$ cat src/rtl/snoop_bus_arbiter_if.sv
// Bus bundle between the snoop arbiter and its caches/memory.
// slave = arbiter side, master = caches/memory side.
interface snoop_bus_arbiter_if;
  logic [8:0] req1;
  logic [8:0] req2;
  logic [8:0] req3;
  logic [8:0] memOut;
  logic [8:0] bus;
  logic [2:0] grant;
  logic       busy;
  logic       timeout_err;

  modport slave (
    input  req1, req2, req3, memOut,
    output bus, grant, busy, timeout_err
  );

  modport master (
    output req1, req2, req3, memOut,
    input  bus, grant, busy, timeout_err
  );
endinterface

$ cat src/rtl/snoop_bus_arbiter.sv
// Round-robin snoop bus arbiter for three caches plus a memory reply path.
// Optional memory-wait timeout (ERR state) enabled by macro ARB_TIMEOUT_EN.
//
// state    | meaning
// IDLE     | no transaction, looking for a pending request
// GRANT    | winner's word broadcast for one cycle
// WAIT_MEM | miss outstanding, waiting for a valid memOut
// RESP     | memory reply broadcast for one cycle
// ERR      | memory wait expired (ARB_TIMEOUT_EN only), one cycle
module snoop_bus_arbiter #(
  parameter int         TIMEOUT = 15,
  parameter logic [1:0] MEM_ID  = 2'b00
) (
  input logic           clock,
  input logic           reset,
  snoop_bus_arbiter_if.slave bif
);

  if (TIMEOUT < 1 || TIMEOUT > 255) begin : g_timeout_range_bad
    $error("snoop_bus_arbiter: TIMEOUT must be 1..255");
  end

  localparam logic [2:0] S_IDLE  = 3'd0;
  localparam logic [2:0] S_GRANT = 3'd1;
  localparam logic [2:0] S_WAIT  = 3'd2;
  localparam logic [2:0] S_RESP  = 3'd3;
`ifdef ARB_TIMEOUT_EN
  localparam logic [2:0] S_ERR   = 3'd4;
  localparam logic [7:0] TC_LOAD = 8'(TIMEOUT - 1);
  logic [7:0] wait_cnt;
`endif

  logic [2:0] state;
  logic [1:0] ptr;
  logic [1:0] win;
  logic [1:0] word_op;
  logic [4:0] word_addr;
  logic [1:0] mem_op;
  logic [4:0] mem_addr;

  logic [3:0] pend;
  logic [1:0] pick;
  logic [1:0] idx;
  logic [8:0] pick_word;
  logic       mem_vld;

  function automatic logic [1:0] wrap3(input logic [2:0] v);
    return (v >= 3'd3) ? 2'(v - 3'd3) : v[1:0];
  endfunction

  // Scan from ptr+2 down to ptr so the pointer position wins last.
  always_comb begin
    pend = {1'b0, bif.req3[8:7] != 2'b00, bif.req2[8:7] != 2'b00,
            bif.req1[8:7] != 2'b00};
    pick = ptr;
    idx  = ptr;
    for (int k = 2; k >= 0; k--) begin
      idx = wrap3({1'b0, ptr} + 3'(k));
      if (pend[idx]) pick = idx;
    end
    case (pick)
      2'd0:    pick_word = bif.req1;
      2'd1:    pick_word = bif.req2;
      default: pick_word = bif.req3;
    endcase
  end

  assign mem_vld = bif.memOut[8:7] != 2'b00;

  always_ff @(posedge clock or posedge reset) begin
    if (reset) begin
      state     <= S_IDLE;
      ptr       <= 2'd0;
      win       <= 2'd0;
      word_op   <= 2'b00;
      word_addr <= 5'd0;
      mem_op    <= 2'b00;
      mem_addr  <= 5'd0;
`ifdef ARB_TIMEOUT_EN
      wait_cnt  <= 8'd0;
`endif
    end else begin
      case (state)
        S_IDLE: begin
          if (|pend) begin
            win       <= pick;
            word_op   <= pick_word[8:7];
            word_addr <= pick_word[4:0];
            state     <= S_GRANT;
          end
        end
        S_GRANT: begin
          ptr   <= (win == 2'd2) ? 2'd0 : win + 2'd1;
          state <= (word_op == 2'b11) ? S_IDLE : S_WAIT;
`ifdef ARB_TIMEOUT_EN
          wait_cnt <= TC_LOAD;
`endif
        end
        S_WAIT: begin
          if (mem_vld) begin
            mem_op   <= bif.memOut[8:7];
            mem_addr <= bif.memOut[4:0];
            state    <= S_RESP;
          end
`ifdef ARB_TIMEOUT_EN
          else if (wait_cnt == 8'd0) begin
            state <= S_ERR;
          end else begin
            wait_cnt <= wait_cnt - 8'd1;
          end
`endif
        end
        default: state <= S_IDLE;
      endcase
    end
  end

  always_comb begin
    bif.bus   = 9'h000;
    bif.grant = 3'b000;
    case (state)
      S_GRANT: begin
        bif.bus   = {word_op, win + 2'd1, word_addr};
        bif.grant = 3'b001 << win;
      end
      S_WAIT:  bif.grant = 3'b001 << win;
      S_RESP:  bif.bus   = {mem_op, MEM_ID, mem_addr};
      default: ;
    endcase
  end

  assign bif.busy = state != S_IDLE;
`ifdef ARB_TIMEOUT_EN
  assign bif.timeout_err = state == S_ERR;
`else
  assign bif.timeout_err = 1'b0;
`endif

endmodule

$ cat src/flat_wrapper.sv
// flat-port wrapper written by rule: the top's interface ports become plain ports
module snoop_bus_arbiter_flat 
#(
  parameter int         TIMEOUT = 15,
  parameter logic [1:0] MEM_ID  = 2'b00
)
  (clock, reset, bif_req1, bif_req2, bif_req3, bif_memOut, bif_bus, bif_grant, bif_busy, bif_timeout_err);
  snoop_bus_arbiter_if bif_i ();
  input logic clock;
  input logic reset;
  input wire logic [$bits(bif_i.req1)-1:0] bif_req1;
  input wire logic [$bits(bif_i.req2)-1:0] bif_req2;
  input wire logic [$bits(bif_i.req3)-1:0] bif_req3;
  input wire logic [$bits(bif_i.memOut)-1:0] bif_memOut;
  output wire logic [$bits(bif_i.bus)-1:0] bif_bus;
  output wire logic [$bits(bif_i.grant)-1:0] bif_grant;
  output wire logic [$bits(bif_i.busy)-1:0] bif_busy;
  output wire logic [$bits(bif_i.timeout_err)-1:0] bif_timeout_err;
  assign bif_i.req1 = bif_req1;
  assign bif_i.req2 = bif_req2;
  assign bif_i.req3 = bif_req3;
  assign bif_i.memOut = bif_memOut;
  assign bif_bus = bif_i.bus;
  assign bif_grant = bif_i.grant;
  assign bif_busy = bif_i.busy;
  assign bif_timeout_err = bif_i.timeout_err;
  snoop_bus_arbiter #(.TIMEOUT(TIMEOUT), .MEM_ID(MEM_ID)) u_core (.clock(clock), .reset(reset), .bif(bif_i));
endmodule
$ cat config.mk
export PLATFORM = sky130hd
export DESIGN_NAME = snoop_bus_arbiter_flat
export DESIGN_NICKNAME = d
export VERILOG_FILES = /design/src/rtl/snoop_bus_arbiter_if.sv /design/src/rtl/snoop_bus_arbiter.sv /design/src/flat_wrapper.sv
export SDC_FILE = /design/constraint.sdc
export NUM_CORES = 1
export LEC_CHECK = 0
export ABC_CLOCK_PERIOD_IN_PS = 5200
export CAP_MARGIN = 10
export CORE_MARGIN = 8
export CORE_UTILIZATION = 48
export DETAILED_ROUTE_END_ITERATION = 10
export GPL_TIMING_DRIVEN = 0
export PLACE_DENSITY_LB_ADDON = 0.12
export SYNTH_ARGS = -nofsm -noshare
export SYNTH_HDL_FRONTEND = slang
export SYNTH_SLANG_ARGS = --single-unit
$ cat constraint.sdc
create_clock -name clock -period 5.2 [get_ports clock]
set_input_delay 1.04 -clock clock [delete_from_list [all_inputs] [get_ports clock]]
set_output_delay 1.04 -clock clock [all_outputs]
set_load 0.05 [all_outputs]
==> impl_results.md <==
* CTS root buf: clkbuf_4
* Yosys warns at 0
* Syn_area_per_cell at 9.65 um^2
* First-pass GRT wire length at 6350 um
* Crit path max fanout at 10
* Period utilization at 68.0%
* Die footprint at 5080 um^2
* Number of buffers created by CTS at 3
* Largest family of logic cells by synthesized area: compound AO/OA/AOI/OAI gates
* Final cell count without fillers at 231
* Max VDD drop at 0.392 mV
* Power Total at 1.44 mW
* Clock skew at 0.00801 ns
* Placed Area at 1930 um^2
* Synth Area in Simple Gates at 22.3%
* Setup TNS at 0 ns
* Worst hold path class: reg -> reg
* Critical path arrival at 2.50 ns
* Critical path class: reg -> out
* Post-DP HPWL at 3000 um
* Clock latency on the worst-skew pair at 0.31 ns
* Async S/R FF share, synth at 100%
* CTS Buffer Depth at 2
* Mux contribution to synthesized area at 4.52%
* Die width at 71.3 um
* DR vias at 1,320
* Initial Utilization at 49.2%
* Synth Area in Adders at 9.39%
* DP Cell Count at 227
* Clock transition at the registers of the reported paths at 0.11 ns
* Initial antenna violation count at 0
* Syn Nets at 201
* Post-route ant nets at 0
* Largest net degree at the start of global routing at 21
* Status: complete, no violations
* # rows at 20
* Drt pass-1 iters at 4
* Unrepaired setup endpoints after global routing: false
* Netlist cell types at 46
* Drt initial violations at 51
* Layout cells sized above 1 at 15.2%
* Register bit total from synthesis at 20
* WL final at 3730 um
* Die Y at 71.3 um
* Post-synthesis cell count at 152
* Crit. End Element: output port
* Post-synth EDFFs at 0
* PortBufs at 42
* # Post-CTS Setup Buffers at 0
* H-tree depth at 1
* Static Leak at 0.834 nW
* Post-route minimum period at 3.54 ns
* Max-cap violations at 0
* Worst-Margin Slew at 0.754 ns
* Setup-failing EPs final at 0
* Compound-Gate Fraction of Synth Area at 24.2%
* CTS tree: done
* CP cell instances: inv_1 -> ha_1 -> clkbuf_1 -> a22o_1 -> clkdlybuf4s50_1
* # DRC at 0
* Resize count post-CTS at 0
* Ant. Diodes at 0
* Crit path required time at 4.16 ns
* # clock sinks at 20
* Placer congestion estimate at 0.946
* Hold buffers post-CTS at 0
* Startpoint Class: flop
* Max_slew headroom at 49.7%
* Post-synthesis sequential area ratio at 34.1%
* Slowest cell delay on critical path at 0.80 ns
* Routed WL per cell at 16.1 um
* Final #Nets at 248
* I/O Pins at 52
* Mapped Area at 1470 um^2
* Area delta synth->final at 35.1%
* Post-synthesis xor/xnor area fraction at 0%
* Core Area at 2980 um^2
* Max Slew Vio Count at 0
* Post-synth top flop: dfrtp_1
* Vias in the first global route at 1,348
* Fin area at 1980 um^2
* Via density at 5.71
* Final Hold Fails at 0
* Max Fclk at 0.283 GHz
* Pwr dens at 728 nW/um^2
* R2R setup slack at 2.92 ns
* Overall Global Routing Usage at 15.2%
* Overflow after GRT at 0
* Slowest stage cell on the critical path: clkdlybuf4s50_1
power breakdown:
group          switching, mW  internal [mW]
registers             0.0626          0.236
logic                  0.611          0.404
clock network         0.0503         0.0780
total                  0.724          0.718
synthesized netlist by cell type, types with 4 or more instances:
| cell type | count | area share, % |
|---|---|---|
| a22o_1 | 7 | 4.2 |
| nand2_1 | 17 | 4.4 |
| o21ai_0 | 4 | 1.4 |
| ha_1 | 11 | 9.4 |
| nor2_1 | 6 | 1.5 |
| nand2b_1 | 4 | 1.7 |
| mux2_2 | 5 | 3.8 |
| nand3_1 | 6 | 2.0 |
| nand3b_1 | 5 | 2.6 |
| dfrtp_1 | 20 | 34 |
| nand4_1 | 8 | 3.4 |
| a31oi_1 | 6 | 2.6 |
| and2_1 | 4 | 1.7 |
| inv_1 | 8 | 2.0 |
layout make-up:
class | instances | area [um^2]
fillers | 253 | 997
multi-input cells | 116 | 890
flip-flops and latches | 20 | 500
repair buffers | 42 | 420
plain buffers | 7 | 42.5
well taps | 33 | 41.3
inverters | 9 | 33.8
clock inverters | 1 | 30.0
clock buffers | 3 | 22.5
worst paths after layout:
kind,start,endpoint,cells past startpoint
setup / recovery,u_core.state[1]$_DFFE_PP0P_,bif_bus[7],5
hold / removal,u_core.mem_op[0]$_DFFE_PP0P_,u_core.mem_op[0]$_DFFE_PP0P_,2
setup reg to reg,u_core.ptr[0]$_DFFE_PP0P_,u_core.word_op[1]$_DFFE_PP0P_,8
hold reg to reg,u_core.mem_op[0]$_DFFE_PP0P_,u_core.mem_op[0]$_DFFE_PP0P_,2
max in group asynchronous,reset,u_core.win[0]$_DFFE_PP0P_,2
min in group asynchronous,reset,u_core.mem_addr[4]$_DFFE_PP0P_,2
worst max-delay path, delay by kind of cell, from the launching register on:
family | cells | cell delay (ns)
flops | 1 | 0.47
fa+ha+maj | 1 | 0.25
buf+inv | 3 | 1.26
compound gates | 1 | 0.21
placed cells by master, fill, tap and decap left out, types with 4 or more instances in the layout:
master / Yosys / layout
inv_1: 8 / 8
nand3b_1: 5 / 5
mux2_2: 5 / 5
nand4_1: 8 / 8
a22o_1: 7 / 7
nand3_1: 6 / 6
nand2b_1: 4 / 4
nor2_1: 6 / 6
dfrtp_1: 20 / 20
clkdlybuf4s50_1: 0 / 42
nand2_1: 17 / 17
ha_1: 11 / 11
a31oi_1: 6 / 6
o21ai_0: 4 / 4
and2_1: 4 / 4
logic make-up (layout without fill, tap and decap cells):
| logic type | after synthesis | count (layout) |
|---|---|---|
| and+or+nand+nor | 59 | 59 |
| AOI/OAI and AO/OA | 39 | 39 |
| DFF | 20 | 20 |
| buffers and inverters | 16 | 62 |
| adders and majority gates | 11 | 11 |
| muxes | 6 | 6 |
| other | 1 | 1 |
per-layer routing:
layer	GRT usage, %	vias to the layer above	wire length, um
met3	2.09	5	153
met1	18.6	630	1700
li1	-	653	-
met5	0	-	0
met4	6.24	0	56
met2	26.0	32	1820
flip-flops by register name, indices dropped and copies added, names as in the netlist:
name              count
u_core.win            2
u_core.state          2
u_core.word_op        2
u_core.mem_op         2
u_core.word_addr      5
u_core.mem_addr       5
u_core.ptr            2
stage by stage:
| step | worst slack (ns) | hold slack, ns | util (%) |
|---|---|---|---|
| CTS | 1.65 | 0.501 | 66.5 |
| finish | 1.66 | 0.498 | 66.5 |
| detailed placement | 2.00 | 0.474 | 64.7 |
| global route | 1.52 | 0.540 | 66.5 |
| floorplan | 2.45 | 0.446 | - |
| global placement | 2.06 | 0.461 | 64.7 |
Note: power is estimated with default switching activity, not from simulation.
